File: config.mk
export PLATFORM = sky130hd
export DESIGN_NAME = iir_sos_scheduler_flat
export DESIGN_NICKNAME = d
export VERILOG_FILES = /design/src/rtl/iir_sos_if.sv /design/src/rtl/iir_sos_scheduler.sv /design/src/flat_wrapper.sv
export SDC_FILE = /design/constraint.sdc
export NUM_CORES = 1
export LEC_CHECK = 0
export CORE_MARGIN = 2
export CORE_UTILIZATION = 42
export DETAILED_ROUTE_END_ITERATION = 12
export PLACE_DENSITY = 0.81
export SYNTH_ARGS = -nofsm -noshare
export SYNTH_HDL_FRONTEND = slang
export SYNTH_SLANG_ARGS = --single-unit
File: constraint.sdc
create_clock -name clk -period 2.4 [get_ports clk]
set_clock_uncertainty 0.1 [all_clocks]
set_input_delay 0.48 -clock clk [delete_from_list [all_inputs] [get_ports clk]]
set_output_delay 0.48 -clock clk [all_outputs]
set_load 0.01 [all_outputs]
File: src/rtl/iir_sos_if.sv
`default_nettype none
// ============================================================================
// Module  : iir_sos_if
// Brief   : Sample-stream and shared-biquad job bus for iir_sos_scheduler.
// Revision: 1.0 - initial release
// ============================================================================
interface iir_sos_if #(
    parameter int DW    = 24,
    parameter int SEC_W = 2
);
    logic [DW-1:0]    data_in;
    logic             valid_in;
    logic             dp_start;
    logic [SEC_W-1:0] dp_sec;
    logic [DW-1:0]    dp_x;
    logic             dp_done;
    logic [DW-1:0]    dp_y;
    logic [DW-1:0]    data_out;
    logic             valid_out;

    modport master (
        input  data_in, valid_in, dp_done, dp_y,
        output dp_start, dp_sec, dp_x, data_out, valid_out
    );

    modport slave (
        output data_in, valid_in, dp_done, dp_y,
        input  dp_start, dp_sec, dp_x, data_out, valid_out
    );
endinterface
`default_nettype wire

File: src/rtl/iir_sos_scheduler.sv
`default_nettype none
// ============================================================================
// Module  : iir_sos_scheduler
// Brief   : Time-multiplexes one biquad datapath over NSEC cascaded sections.
//           Optional macro IIR_SCHED_HOLD_EN adds a one-entry sample hold.
// Revision: 1.0 - initial release
// ============================================================================
module iir_sos_scheduler #(
    parameter int DW    = 24,
    parameter int NSEC  = 4,
    parameter int SEC_W = 2
) (
    input  logic      clk,
    input  logic      rst_n,
    iir_sos_if.master bus,
    input  logic      clr_ovr,
    output logic      busy,
    output logic      overrun
);

    typedef enum logic [1:0] {
        S_IDLE  = 2'd0,
        S_ISSUE = 2'd1,
        S_WAIT  = 2'd2,
        S_OUT   = 2'd3
    } state_t;

    state_t           r_state;
    state_t           w_state_nxt;
    logic [DW-1:0]    r_xreg;
    logic [DW-1:0]    w_xreg_nxt;
    logic [SEC_W-1:0] r_sec;
    logic [SEC_W-1:0] w_sec_nxt;
    logic             w_drop;

    logic             r_dp_start;
    logic [SEC_W-1:0] r_dp_sec;
    logic [DW-1:0]    r_dp_x;
    logic [DW-1:0]    r_data_out;
    logic             r_valid_out;
    logic             r_busy;
    logic             r_overrun;

`ifdef IIR_SCHED_HOLD_EN
    logic [DW-1:0]    r_hold;
    logic [DW-1:0]    w_hold_nxt;
    logic             r_hold_full;
    logic             w_hold_full_nxt;
`endif

    always_ff @(posedge clk or negedge rst_n) begin
        if (!rst_n) begin
            r_state <= S_IDLE;
        end else begin
            r_state <= w_state_nxt;
        end
    end

    always_comb begin
        w_state_nxt = r_state;
        w_xreg_nxt  = r_xreg;
        w_sec_nxt   = r_sec;
        w_drop      = 1'b0;
`ifdef IIR_SCHED_HOLD_EN
        w_hold_nxt      = r_hold;
        w_hold_full_nxt = r_hold_full;
`endif
        case (r_state)
            S_IDLE: begin
                if (bus.valid_in) begin
                    w_xreg_nxt  = bus.data_in;
                    w_sec_nxt   = '0;
                    w_state_nxt = S_ISSUE;
                end
            end
            S_ISSUE: begin
                w_state_nxt = S_WAIT;
            end
            S_WAIT: begin
                if (bus.dp_done) begin
                    w_xreg_nxt = bus.dp_y;
                    if (r_sec == SEC_W'(NSEC - 1)) begin
                        w_state_nxt = S_OUT;
                    end else begin
                        w_sec_nxt   = r_sec + SEC_W'(1);
                        w_state_nxt = S_ISSUE;
                    end
                end
            end
            S_OUT: begin
                w_state_nxt = S_IDLE;
`ifdef IIR_SCHED_HOLD_EN
                if (r_hold_full) begin
                    // Held sample starts immediately; a new arrival refills the hold.
                    w_xreg_nxt      = r_hold;
                    w_sec_nxt       = '0;
                    w_state_nxt     = S_ISSUE;
                    w_hold_full_nxt = bus.valid_in;
                    if (bus.valid_in) begin
                        w_hold_nxt = bus.data_in;
                    end
                end else if (bus.valid_in) begin
                    w_xreg_nxt  = bus.data_in;
                    w_sec_nxt   = '0;
                    w_state_nxt = S_ISSUE;
                end
`else
                if (bus.valid_in) begin
                    w_xreg_nxt  = bus.data_in;
                    w_sec_nxt   = '0;
                    w_state_nxt = S_ISSUE;
                end
`endif
            end
            default: begin
                w_state_nxt = S_IDLE;
            end
        endcase

        if ((r_state == S_ISSUE || r_state == S_WAIT) && bus.valid_in) begin
`ifdef IIR_SCHED_HOLD_EN
            if (!r_hold_full) begin
                w_hold_nxt      = bus.data_in;
                w_hold_full_nxt = 1'b1;
            end else begin
                w_drop = 1'b1;
            end
`else
            w_drop = 1'b1;
`endif
        end
    end

    // Job-bus and output registers are loaded on entry to their state so they
    // are valid throughout the ISSUE/OUT cycle.
    always_ff @(posedge clk or negedge rst_n) begin
        if (!rst_n) begin
            r_xreg      <= '0;
            r_sec       <= '0;
            r_dp_start  <= 1'b0;
            r_dp_sec    <= '0;
            r_dp_x      <= '0;
            r_data_out  <= '0;
            r_valid_out <= 1'b0;
            r_busy      <= 1'b0;
            r_overrun   <= 1'b0;
        end else begin
            r_xreg      <= w_xreg_nxt;
            r_sec       <= w_sec_nxt;
            r_dp_start  <= (w_state_nxt == S_ISSUE);
            if (w_state_nxt == S_ISSUE) begin
                r_dp_sec <= w_sec_nxt;
                r_dp_x   <= w_xreg_nxt;
            end
            r_valid_out <= (w_state_nxt == S_OUT);
            if (w_state_nxt == S_OUT) begin
                r_data_out <= w_xreg_nxt;
            end
            r_busy      <= (w_state_nxt == S_ISSUE) || (w_state_nxt == S_WAIT);
            if (w_drop) begin
                r_overrun <= 1'b1;
            end else if (clr_ovr) begin
                r_overrun <= 1'b0;
            end
        end
    end

`ifdef IIR_SCHED_HOLD_EN
    always_ff @(posedge clk or negedge rst_n) begin
        if (!rst_n) begin
            r_hold      <= '0;
            r_hold_full <= 1'b0;
        end else begin
            r_hold      <= w_hold_nxt;
            r_hold_full <= w_hold_full_nxt;
        end
    end
`endif

    assign bus.dp_start  = r_dp_start;
    assign bus.dp_sec    = r_dp_sec;
    assign bus.dp_x      = r_dp_x;
    assign bus.data_out  = r_data_out;
    assign bus.valid_out = r_valid_out;
    assign busy          = r_busy;
    assign overrun       = r_overrun;

endmodule
`default_nettype wire

File: src/flat_wrapper.sv
// flat-port wrapper written by rule: the top's interface ports become plain ports
module iir_sos_scheduler_flat 
#(
    parameter int DW    = 24,
    parameter int NSEC  = 4,
    parameter int SEC_W = 2
)
  (clk, rst_n, clr_ovr, busy, overrun, bus_data_in, bus_valid_in, bus_dp_done, bus_dp_y, bus_dp_start, bus_dp_sec, bus_dp_x, bus_data_out, bus_valid_out);
  iir_sos_if #(.DW(DW), .SEC_W(SEC_W)) bus_i ();
  input  logic clk;
  input  logic rst_n;
  input  logic clr_ovr;
  output logic busy;
  output logic overrun;
  input wire logic [$bits(bus_i.data_in)-1:0] bus_data_in;
  input wire logic [$bits(bus_i.valid_in)-1:0] bus_valid_in;
  input wire logic [$bits(bus_i.dp_done)-1:0] bus_dp_done;
  input wire logic [$bits(bus_i.dp_y)-1:0] bus_dp_y;
  output wire logic [$bits(bus_i.dp_start)-1:0] bus_dp_start;
  output wire logic [$bits(bus_i.dp_sec)-1:0] bus_dp_sec;
  output wire logic [$bits(bus_i.dp_x)-1:0] bus_dp_x;
  output wire logic [$bits(bus_i.data_out)-1:0] bus_data_out;
  output wire logic [$bits(bus_i.valid_out)-1:0] bus_valid_out;
  assign bus_i.data_in = bus_data_in;
  assign bus_i.valid_in = bus_valid_in;
  assign bus_i.dp_done = bus_dp_done;
  assign bus_i.dp_y = bus_dp_y;
  assign bus_dp_start = bus_i.dp_start;
  assign bus_dp_sec = bus_i.dp_sec;
  assign bus_dp_x = bus_i.dp_x;
  assign bus_data_out = bus_i.data_out;
  assign bus_valid_out = bus_i.valid_out;
  iir_sos_scheduler #(.DW(DW), .NSEC(NSEC), .SEC_W(SEC_W)) u_core (.clk(clk), .rst_n(rst_n), .bus(bus_i), .clr_ovr(clr_ovr), .busy(busy), .overrun(overrun));
endmodule
# After elaboration in Yosys (flattened, before gate mapping)
# Index checks and enable logic that the tools add are counted.
# W data, S select, Z words.
[word_totals]
ff_bits = 82
out_inout_bits = 54
in_bits = 53
[op_classes]
eq_ne = 7
n_addsub = 1
n_reduce_logical = 6
muxes = 15
[ops]
columns = ["cell", "count"]
rows = [
  ["$mux W24", 2],
  ["$pmux W24 S2", 1],
  ["$mux W2", 6],
  ["$eq A2 B2 Y1 const B", 5],
  ["$pmux W2 S4", 1],
  ["$eq A2 B1 Y1 const B", 2],
  ["$mux W1", 4],
  ["$pmux W2 S2", 1],
  ["$add A2 B1 Y2 const B", 1],
  ["$logic_not A2 Y1", 1],
  ["$logic_or A1 B1 Y1", 2],
  ["$reduce_bool A2 Y1", 1],
  ["$reduce_or A2 Y1", 1],
  ["$logic_and A1 B1 Y1", 1],
]

# Longest topological paths before layout
# Gate-level depths: netlist (run 1).
[logic_depth]
word_depth = 6
mapped_depth = 8

# Worst setup path after synthesis (run 1)
# Ideal clock, no wire load.
[synth_timing]
path_kind = "register to register"
start = "register u_core.r_state[0]"
end = "register u_core.r_data_out[0] (netlist: u_core.bus.data_out[0])"
arrival_time_ns = 2.165
path_stages_with_launch = 9
path_buffers = 2
slack_ns = 0.010
path_cell_list = "dfrtp_1 -> inv_1 -> ha_1 -> o21ai_0 -> o211ai_4 -> ha_1 -> buf_1 -> clkbuf_1 -> mux2_2"
[synth_between]
elab_chain_cells = 3
word_cells_on_any_way = 10
[synth_lines]
columns = ["item", "line_no", "rtl"]
rows = [
  ["start, declared", "iir_sos_scheduler.sv:28", "state_t r_state;"],
  ["start signal, assigned", "iir_sos_scheduler.sv:55", "r_state <= w_state_nxt;"],
  ["$eq A2 B2 Y1 (tied with other cells)", "iir_sos_scheduler.sv:68", "case (r_state)"],
  ["$pmux W2 S4 *", "iir_sos_scheduler.sv:68", ""],
  ["net u_core.w_state_nxt[0]", "iir_sos_scheduler.sv:29", "state_t w_state_nxt;"],
  ["$eq A2 B2 Y1 *", "iir_sos_scheduler.sv:156", "if (w_state_nxt == S_OUT) begin"],
  ["end signal, assigned", "iir_sos_scheduler.sv:157", "r_data_out <= w_xreg_nxt;"],
  ["end, declared", "iir_sos_scheduler.sv:39", "logic [DW-1:0] r_data_out;"],
]
# Mark *: on every way through the listed nets, which the timed path passes. The rest lies on a longest branch.
# A chain may end at the register's enable or synchronous reset.

# Worst setup path in the final report (run 1)
[layout_timing]
start = "register u_core.r_state[0]"
end = "register u_core.r_data_out[7] (netlist: u_core.bus.data_out[7])"
[layout_between]
elab_chain_cells = 3
word_cells_on_any_way = 10
[layout_lines]
columns = ["item", "line_no"]
rows = [
  ["$eq A2 B2 Y1 (tied with other cells)", "iir_sos_scheduler.sv:68"],
  ["$pmux W2 S4 / $reduce_or A2 Y1 (equally long branches)", "--"],
  ["$eq A2 B2 Y1 / $pmux W24 S2 (equally long branches)", "iir_sos_scheduler.sv:156, iir_sos_scheduler.sv:68"],
]
# Parallel ways exist; a longest one is shown, timed or not.

==> results of run 1 <==
-- kinds of logic after synthesis --
kind of cell / after synthesis
multiplexers: 50
adder cells (fa/ha/maj): 6
flip-flops: 82
buffers and inverters: 23
AO/OA/AOI/OAI: 61
AND/OR/NAND/NOR: 11
-- cell usage after synthesis, drive strengths merged --
cell     count  area share [%]
and2         2            0.40
a22oi       24             5.2
ha           6             2.2
or2b         1            0.22
clkbuf       4            0.43
o221ai       2            0.68
nor2         2            0.22
a31oi        1            0.18
o21ai        3            0.43
mux2        50              18
inv          6            0.65
nand2        3            0.32
dfrtp       82              59
nor2b        1            0.18
o21bai       1            0.22
a21o         2            0.43
a22o         1            0.25
nand3b       1            0.32
o211ai       1            0.61
o2bb2ai     24             6.0
a21oi        1            0.14
buf         13             3.0
a21boi       1            0.32
nand2b       1            0.18
-- final cells by class --
class	instances	area, um2
clock buffer	9	124
fill	625	3160
clock inverter	7	106
tap	105	131
timing repair buffer	122	1230
multi-input combinational	128	1310
inverter	6	22.5
sequential	82	2050
-- worst register-to-register path, cell delays in order, from the launching register on --
cell	delay [ns]
dfrtp_1	0.43
inv_1	0.10
buf_4	0.14
ha_2	0.24
nand2_1	0.13
o221ai_4	0.22
ha_1	0.23
buf_4	0.22
mux2_2	0.36
-- routing by layer --
layer / track usage, % / vias up / wire length (um)
met5: 0 / - / 0
met4: 6.16 / 0 / 151
met3: 6.15 / 10 / 532
met2: 31.7 / 80 / 3940
met1: 24.6 / 1191 / 3550
li1: - / 1101 / -
-- registers in the layout (all words and copies together), names as in the netlist, 2 cells and up --
| name | flops |
|---|---|
| u_core.r_state | 2 |
| u_core.r_sec | 2 |
| u_core.bus.dp_sec | 2 |
| u_core.bus.dp_x | 24 |
| u_core.bus.data_out | 24 |
| u_core.r_xreg | 24 |
-- cell usage in the layout, fill, tap and decap left out, drive strengths merged --
master / instances
and2: 2
nand3b: 1
clkdlybuf4s50: 105
a21oi: 1
mux2: 50
o21ai: 3
or2b: 1
dlygate4sd3: 1
o211ai: 1
o221ai: 2
a22o: 1
a21boi: 1
a21o: 2
clkbuf: 9
nor2b: 1
nand2b: 1
a22oi: 24
a31oi: 1
inv: 11
ha: 6
nor2: 2
dfrtp: 82
o2bb2ai: 24
buf: 16
nand2: 3
bufinv: 2
o21bai: 1
-- per-stage QoR --
stage               total power, mW  TNS (ns)
floorplan                      4.38         0
global route                   7.36         0
finish                         6.91         0
global placement               5.65    -11.21
detailed placement             5.77    -15.18
CTS                            6.96         0
-- worst max path at each step --
stage	startpoint	endpoint	slack [ns]	cells after the start
floorplan	u_core.r_state[0]	u_core.bus.data_out[0]	0.01	8
global placement	bus_valid_in	u_core.bus.data_out[10]	-0.25	5
detailed placement	bus_valid_in	u_core.bus.data_out[3]	-0.33	5
CTS	u_core.r_state[0]	u_core.bus.data_out[18]	0.02	8
global route	u_core.r_state[0]	u_core.bus.data_out[21]	0.004	8
finish	u_core.r_state[0]	u_core.bus.data_out[7]	0.13	8
-- timing repair --
action | in CTS | in global routing
resized for setup | 1 | 3
setup endpoints to repair | 49 | 29
hold buffers | 1 | 0
hold endpoints to repair | 33 | 0
cloned | 0 | 0
-- power breakdown --
part	total [mW]	internal [mW]	switching, mW
registers	2.19	1.93	0.255
clock network	1.16	0.608	0.555
logic	3.56	1.98	1.58
==> results_dict.tcl, run 1 <==
set metrics [dict create \
    grt_max_degree 48 \
    placed_area_mm2 0.00471 \
    netlist_area_mm2 0.00348 \
    synthSimpleGateAreaFrac_pct 1.84 \
    synth_top_family_by_area "multiplexers" \
    wirelength_um 8170 \
    yosysUniqueCellTypes 31 \
    finalWorstSetupSlack_ns 0.130 \
    yosys_warnings 0 \
    fin_hold_ws_ns 0.410 \
    drt_drc_violations_left 0 \
    holdPathEnd "u_core.bus.data_out[21]" \
    grt_pass1_vias 2539 \
    min_path_cells 1 \
    final_cells 459 \
    r2r_end "u_core.bus.data_out[7]" \
    die-area_mm2 0.00902 \
    worstPathArrival_ns 2.42 \
    finalInstanceArea_mm2 0.00498 \
    port-buffer-count 106 \
    placed_cells 442 \
    synth_nets 292 \
    gp_congestion 0.752 \
    avgSynthCellArea_um2 14.9 \
    slew_headroom_pct 56.2 \
    clockBufferDepth 2 \
    end_kind "flip-flop" \
    via_per_inst 5.19 \
    synth_xor_area_share_pct 0 \
    hp-class "reg2reg" \
    drt_iter0_drc 91 \
    drtPass1Iterations 4 \
    grt_pass1_wl_um 13100 \
    die_h_um 95.0 \
    worstMarginPinSlew_ns 0.655 \
    cp.required_ns 2.55 \
    start_kind "flip-flop" \
    worstHoldStart "u_core.bus.data_out[21]" \
    synth_compound_area_share_pct 14.5 \
    seq_area_frac_synth_pct 59.0 \
    reg2reg_depth 8 \
    clk_latency_ns 0.36 \
    clock.fmax_mhz 441 \
    cp_top_family "adder cells" \
    finalHoldViolCount 0 \
    drive_above_1_share_pct 25.4 \
    synthMuxAreaShare_pct 18.4 \
    period_share_pct 94.6 \
    vias 2382 \
    reg2reg_from "u_core.r_state[0]" \
    clock-root-buffer "clkbuf_8" \
    power_leakage_nw 2.22 \
    place_ws_ns -0.335 \
    cts_max_level 3 \
    ant_nets 0 \
    drv_cap 0 \
    overflow 0 \
    cp_slowest_cell "dfrtp_1" \
    clk_pin_slew_ns 0.09 \
    io-pin-count 107 \
    cts_tree "done" \
    path_cells "inv_1, buf_4, ha_2, nand2_1, o221ai_4, ha_1, buf_4, mux2_2" \
    dp_hpwl_um 5650 \
    start_util_pct 42.7 \
    die_x_um 95.0 \
    cp_max_fo 11 \
    cts_buffers 9 \
    critical-path-max-stage-delay_ns 0.43 \
    core-area_mm2 0.00813 \
    rsz0062_at_grt "false" \
    ir_drop_mv 0.643 \
    outcome "complete, no violations" \
    crit_top_cell "buf_4" \
    drv_slew 0 \
    syn_to_final_growth_pct 43.2 \
    ys_seq_elements 82 \
    rows 33 \
    utilization_pct 61.2 \
    fin_crit_ns 2.27 \
    cts_sinks 82 \
    cp_num_buf_inv 3 \
    setup_viol 0 \
    netlist_instances 233 \
    cts_setup_buffers 0 \
    grt_usage_pct 19.4 \
    antennaDiodeCount 0 \
    power_density_mw_per_mm2 1390 \
    wl_per_cell_um 17.8 \
    synth_fa_ha_area_share_pct 2.16 \
    grt_antenna_before_repair 0 \
    fin_nets 408 \
    rrSetupSlack_ns 0.13 \
    crit_type "reg2reg" \
]
Power figures use the tool's default switching activity.
==> run 2, diff against run 1 <==
--- a/config.mk
+++ b/config.mk
@@ -6,9 +6,9 @@
 export NUM_CORES = 1
 export LEC_CHECK = 0
 export CORE_MARGIN = 2
-export CORE_UTILIZATION = 42
+export CORE_UTILIZATION = 50
 export DETAILED_ROUTE_END_ITERATION = 12
-export PLACE_DENSITY = 0.81
+export PLACE_DENSITY = 0.9
 export SYNTH_ARGS = -nofsm -noshare
 export SYNTH_HDL_FRONTEND = slang
 export SYNTH_SLANG_ARGS = --single-unit
==> constraint.sdc (replaced) <==
create_clock -name clk -period 2.7 [get_ports clk]
set_clock_uncertainty 0.1 [all_clocks]
set_input_delay 0.54 -clock clk [delete_from_list [all_inputs] [get_ports clk]]
set_output_delay 0.54 -clock clk [all_outputs]
set_load 0.01 [all_outputs]
==> results_dict.tcl, run 2 (same netlist as run 1, synthesis figures left out) <==
set metrics [dict create \
    grt_max_degree 52 \
    clock-root-buffer "clkbuf_8" \
    hp-class "in2async" \
    utilization_pct 71.8 \
    wirelength_um 7950 \
    switching_share_pct 34.9 \
    p_seq_share_pct 32.7 \
    via_per_inst 5.60 \
    io-pin-count 107 \
    wl_per_cell_um 18.6 \
    ir_drop_mv 0.544 \
    drv_slew 0 \
    die_h_um 87.4 \
    cts_sinks 82 \
    cp_max_fo 24 \
    grt_usage_pct 22.1 \
    drtPass1Iterations 4 \
    layout_common_cells "clkdlybuf4s50_1 (105), dfrtp_1 (82), mux2_2 (30)" \
    period_share_pct 85.4 \
    drt_drc_violations_left 0 \
    power_density_mw_per_mm2 1230 \
    cts_max_level 3 \
    core-area_mm2 0.00676 \
    start_kind "flip-flop" \
    outcome "complete, no violations" \
    clockBufferDepth 2 \
    n_fill_cell 453 \
    clkPwrFrac_pct 16.8 \
    final_common_cell "clkdlybuf4s50_1" \
    die-area_mm2 0.00763 \
    start_util_pct 51.4 \
    dp_hpwl_um 5410 \
    grt_antenna_before_repair 0 \
    fin_crit_ns 2.31 \
    finalHoldViolCount 0 \
    rrSetupSlack_ns 0.39 \
    worstMarginPinSlew_ns 0.532 \
    drv_cap 0 \
    worstPathArrival_ns 2.43 \
    port-buffer-count 106 \
    cts_buffers 9 \
    cp.required_ns 2.82 \
    p_sw_mw 2.09 \
    gp_congestion 0.767 \
    fin_nets 401 \
    crit_type "reg2reg" \
    clk_latency_ns 0.34 \
    setup_viol 0 \
    drive_above_1_share_pct 23.9 \
    rows 30 \
    clock.fmax_mhz 434 \
    cts_tree "done" \
    rsz0062_at_grt "false" \
    tns_ns 0 \
    overflow 0 \
    grt_pass1_wl_um 12800 \
    antennaDiodeCount 0 \
    drt_iter0_drc 153 \
    p_int_mw 3.90 \
    syn_to_final_growth_pct 39.6 \
    ant_nets 0 \
    clk_pin_slew_ns 0.09 \
    die_x_um 87.4 \
    power_leakage_nw 2.17 \
    slew_headroom_pct 64.6 \
    grt_pass1_vias 2599 \
    comb_power_share_pct 50.5 \
    end_kind "flip-flop" \
    vias 2392 \
]
-- run 2: cell types whose count changed in the layout (fill, tap and decap cells not counted), sizes merged --
cell and delta:
clkinv +1, inv -2, clkbuf +1, buf -6
dlygate4sd3 -1
-- run 2: layout make-up --
cell class              count  area, um2  share of cell area (%)
clock inverters             6       97.6                    2.01
repair buffers            115       1160                    24.0
flip-flops and latches     82       2050                    42.3
multi-input cells         128       1290                    26.5
inverters                   6       22.5                   0.464
clock buffers              10        128                    2.63
well taps                  80        100                    2.06
-- run 2: stage by stage --
step | setup WS (ns) | area [um2] | power (mW) | std cells | hold slack (ns)
final | 0.394 | 4850 | 5.99 | 427 | 0.0182
after global routing | 0.223 | 4850 | 6.34 | 427 | 0.0369
after CTS | 0.168 | 4850 | 6.03 | 427 | 0.0228
after detailed placement | 0.0726 | 4620 | 5.01 | 411 | 0.394
after global placement | 0.202 | 4620 | 4.89 | 411 | 0.391
after floorplan | 0.310 | 3480 | 3.89 | 233 | 0.144
-- run 2: layer usage --
layer	vias up	part of all wire (%)	wire length, um	GRT usage [%]
met5	-	0	0	0
met4	0	0.79	63	6.43
met3	6	5.2	410	4.45
met2	80	50	3960	37.1
met1	1218	44	3520	29.1
li1	1088	-	-	-
-- run 2: path summary, 6_finish.rpt --
check,endpoint,cells past startpoint,startpoint
max,u_core.bus.data_out[23],7,u_core.r_state[1]
min,u_core.bus.dp_sec[1],1,rst_n
max reg2reg,u_core.bus.data_out[23],7,u_core.r_state[1]
min reg2reg,u_core.bus.data_out[18],1,u_core.bus.data_out[18]
max in group asynchronous,u_core.busy,2,rst_n
min in group clk,u_core.bus.data_out[18],1,u_core.bus.data_out[18]
-- run 2: power by group through the flow --
stage                     Sequential (mW)  Clock, mW  Combinational, mW
after global placement               1.97          0               2.92
after CTS                            1.96       1.02               3.05
after floorplan                      2.08          0               1.82
final                                1.96       1.00               3.03
after detailed placement             1.97          0               3.04
after global routing                 2.01       1.07               3.26
-- run 2: worst max-delay path, stage by stage, from the launching register on --
cell,delay (ns)
dfrtp_1,0.50
inv_1,0.10
ha_1,0.27
o21ai_0,0.34
o211ai_4,0.16
ha_1,0.26
buf_12,0.17
mux2_2,0.28
-- run 2: repair_timing --
item | 4_1_cts | 5_1_grt
resized for setup | 0 | 1
setup buffers | 0 | 0
hold buffers | 0 | 0
endpoints found under the setup margin | 0 | 6
==> RTL change, RTL diff (settings of run 1) <==
Register the input `clr_ovr` before use. The logic sees it one clock later. The other inputs are not delayed to match.
--- a/src/rtl/iir_sos_scheduler.sv
+++ b/src/rtl/iir_sos_scheduler.sv
@@ -25,4 +25,10 @@
         S_OUT   = 2'd3
     } state_t;
+
+    logic clr_ovr_q;
+
+    always_ff @(posedge clk) begin
+        clr_ovr_q <= clr_ovr;
+    end
 
     state_t           r_state;
@@ -160,5 +166,5 @@
             if (w_drop) begin
                 r_overrun <= 1'b1;
-            end else if (clr_ovr) begin
+            end else if (clr_ovr_q) begin
                 r_overrun <= 1'b0;
             end
Check against the original RTL: not equivalent (a bounded check fails within 4 cycles, from zero or initial values and one cycle with rst_n low).
==> RTL change against run 1 <==
  * Power fell by 0.68%
  * Sequential cell count rose by 1
  * Critical endpoint is now u_core.bus.dp_x[20]
  * Design area fell by 0.25%
  * Critical path depth down 1
  * Area after synthesis did not move
  * Fmax fell by 0.92%
  * Routed wire length down 4.6%
  * Utilization decreased by 0.15 points
  * Sequential power rose by 2%
  * Sequential share of layout area is 0.51 points higher
  * Worst setup slack worse by 0.021 ns
  * Hold slack worse by 0.41 ns
  * Highest routed layer unchanged
  * Combinational power about the same
==> RTL change: results (changes against run 1) <==
CTS
The insertion delay to the later sink of the worst-skew pair is 0.34 ns (was 0.36 ns).

Place
The post-place instance area is 4750 um^2 (was 4710 um^2). The weighted congestion at the end of routability-driven global placement was 0.788 (was 0.752). The worst setup slack after placement is -0.0573 ns (was -0.335 ns). The number of placed instances, taps included was 436 (was 442). The detailed-placement wirelength estimate is 5380 um (was 5650 um).

Run status
Status: finished clean (unchanged).

Yosys
The post-synthesis cell count is 225 (was 233). The synthesized net count is 283 (was 292). Cell types with the highest counts after synthesis: 82 x sky130_fd_sc_hd__dfrtp_1, 26 x sky130_fd_sc_hd__mux2_2, 24 x sky130_fd_sc_hd__and2_1, 24 x sky130_fd_sc_hd__mux2_4, 20 x sky130_fd_sc_hd__a221o_2 (was 82 x sky130_fd_sc_hd__dfrtp_1, 30 x sky130_fd_sc_hd__mux2_2, 24 x sky130_fd_sc_hd__a22oi_1, 24 x sky130_fd_sc_hd__o2bb2ai_1, 20 x sky130_fd_sc_hd__mux2_4).

The number of distinct library cells after synthesis is 27 (was 31). The proportion of synthesized flip-flops having asynchronous set or reset was 0.988 (was 1.00).

Setup path
The depth of the worst register-to-register path is 7 (was 8). The highest fanout seen on the critical path came to 10 (was 11). The delay of the slowest critical-path stage was 0.48 ns (was 0.43 ns).

The startpoint of the most critical register-to-register path is u_core.r_state[1] (was u_core.r_state[0]).

Detailed routing
The wire length after detailed routing is 7790 um (was 8170 um). The initial DRC count is 53 (was 91). The number of vias in the routed layout was 2259 (was 2382).

Global route
The largest net degree at the start of global routing is 44 (was 48). The number of global-route vias before repair is 2461 (was 2539). The first-pass GRT wire length is 12500 um (was 13100 um).

The global-route usage over all layers is 0.184 (was 0.194).

Worst hold path
The path category of the worst min-delay check is in2async (was reg2reg).

Layout
The fraction of final layout cells sized beyond drive strength 1 is 0.301 (was 0.254). The total number of nets in the final design is 400 (was 408). The synthesis-to-finish area growth is 42.8% (was 43.2%).

Pwr
The maximum vdd ir drop came to 0.670 mV (was 0.643 mV).

STA
The transition time at the pin with the least slew margin is 0.518 ns (was 0.655 ns).
## RTL change: power by group
group | switching (uW) | internal (uW) | leakage, uW | total (uW)
combinational | 1440 | 2130 | 0.00105 | 3570
sequential | 282 | 1950 | 0.00107 | 2230
clock | 479 | 579 | 0.000106 | 1060
## RTL change: routing by layer
metal,track usage,wire length [um],vias to the layer above
li1,-,-,1054
met1,0.241,3450,1125
met2,0.304,3810,73
met3,0.0407,456,7
met4,0.0640,72,0
met5,0,0,-
## RTL change: cells by family (layout without fill, tap and decap cells)
logic type,count (synthesis),after routing,synth area share
compound gates,37,37,0.106
flops,83,83,0.596
buf+inv,16,137,0.0335
fa+ha+maj,5,5,0.0180
simple gates,34,34,0.0587
mux,50,50,0.188
## RTL change: path summary, 6_finish.rpt
kind                                            to  slack, ns
setup / recovery               u_core.bus.dp_x[20]       0.11
hold / removal                    u_core.r_xreg[7]      0.005
setup reg to reg               u_core.bus.dp_x[20]       0.11
hold reg to reg                     u_core.overrun       0.33
max in group asynchronous  u_core.bus.data_out[15]       1.59
min in group clk                    u_core.overrun       0.33
## RTL change: layout make-up
cell class | instances | area share
Timing Repair Buffer | 118 | 0.249
Clock inverter | 5 | 0.0159
Tap cell | 105 | 0.0265
Clock buffer | 10 | 0.0257
Sequential cell | 83 | 0.417
Inverter | 4 | 0.00302
Multi-Input combinational cell | 126 | 0.262
## RTL change: critical path, delay by kind of cell (launching register included)
kind                     cells  cell delay (ns)
multiplexers                 1             0.27
buffers and inverters        2             0.29
AO/OA/AOI/OAI                3             0.68
adder cells (fa/ha/maj)      1             0.35
flip-flops                   1             0.48
## RTL change: what timing repair did
action,4_1_cts,5_1_grt
hold buffers,0,0
resized for setup,0,3
setup endpoints to repair,0,24
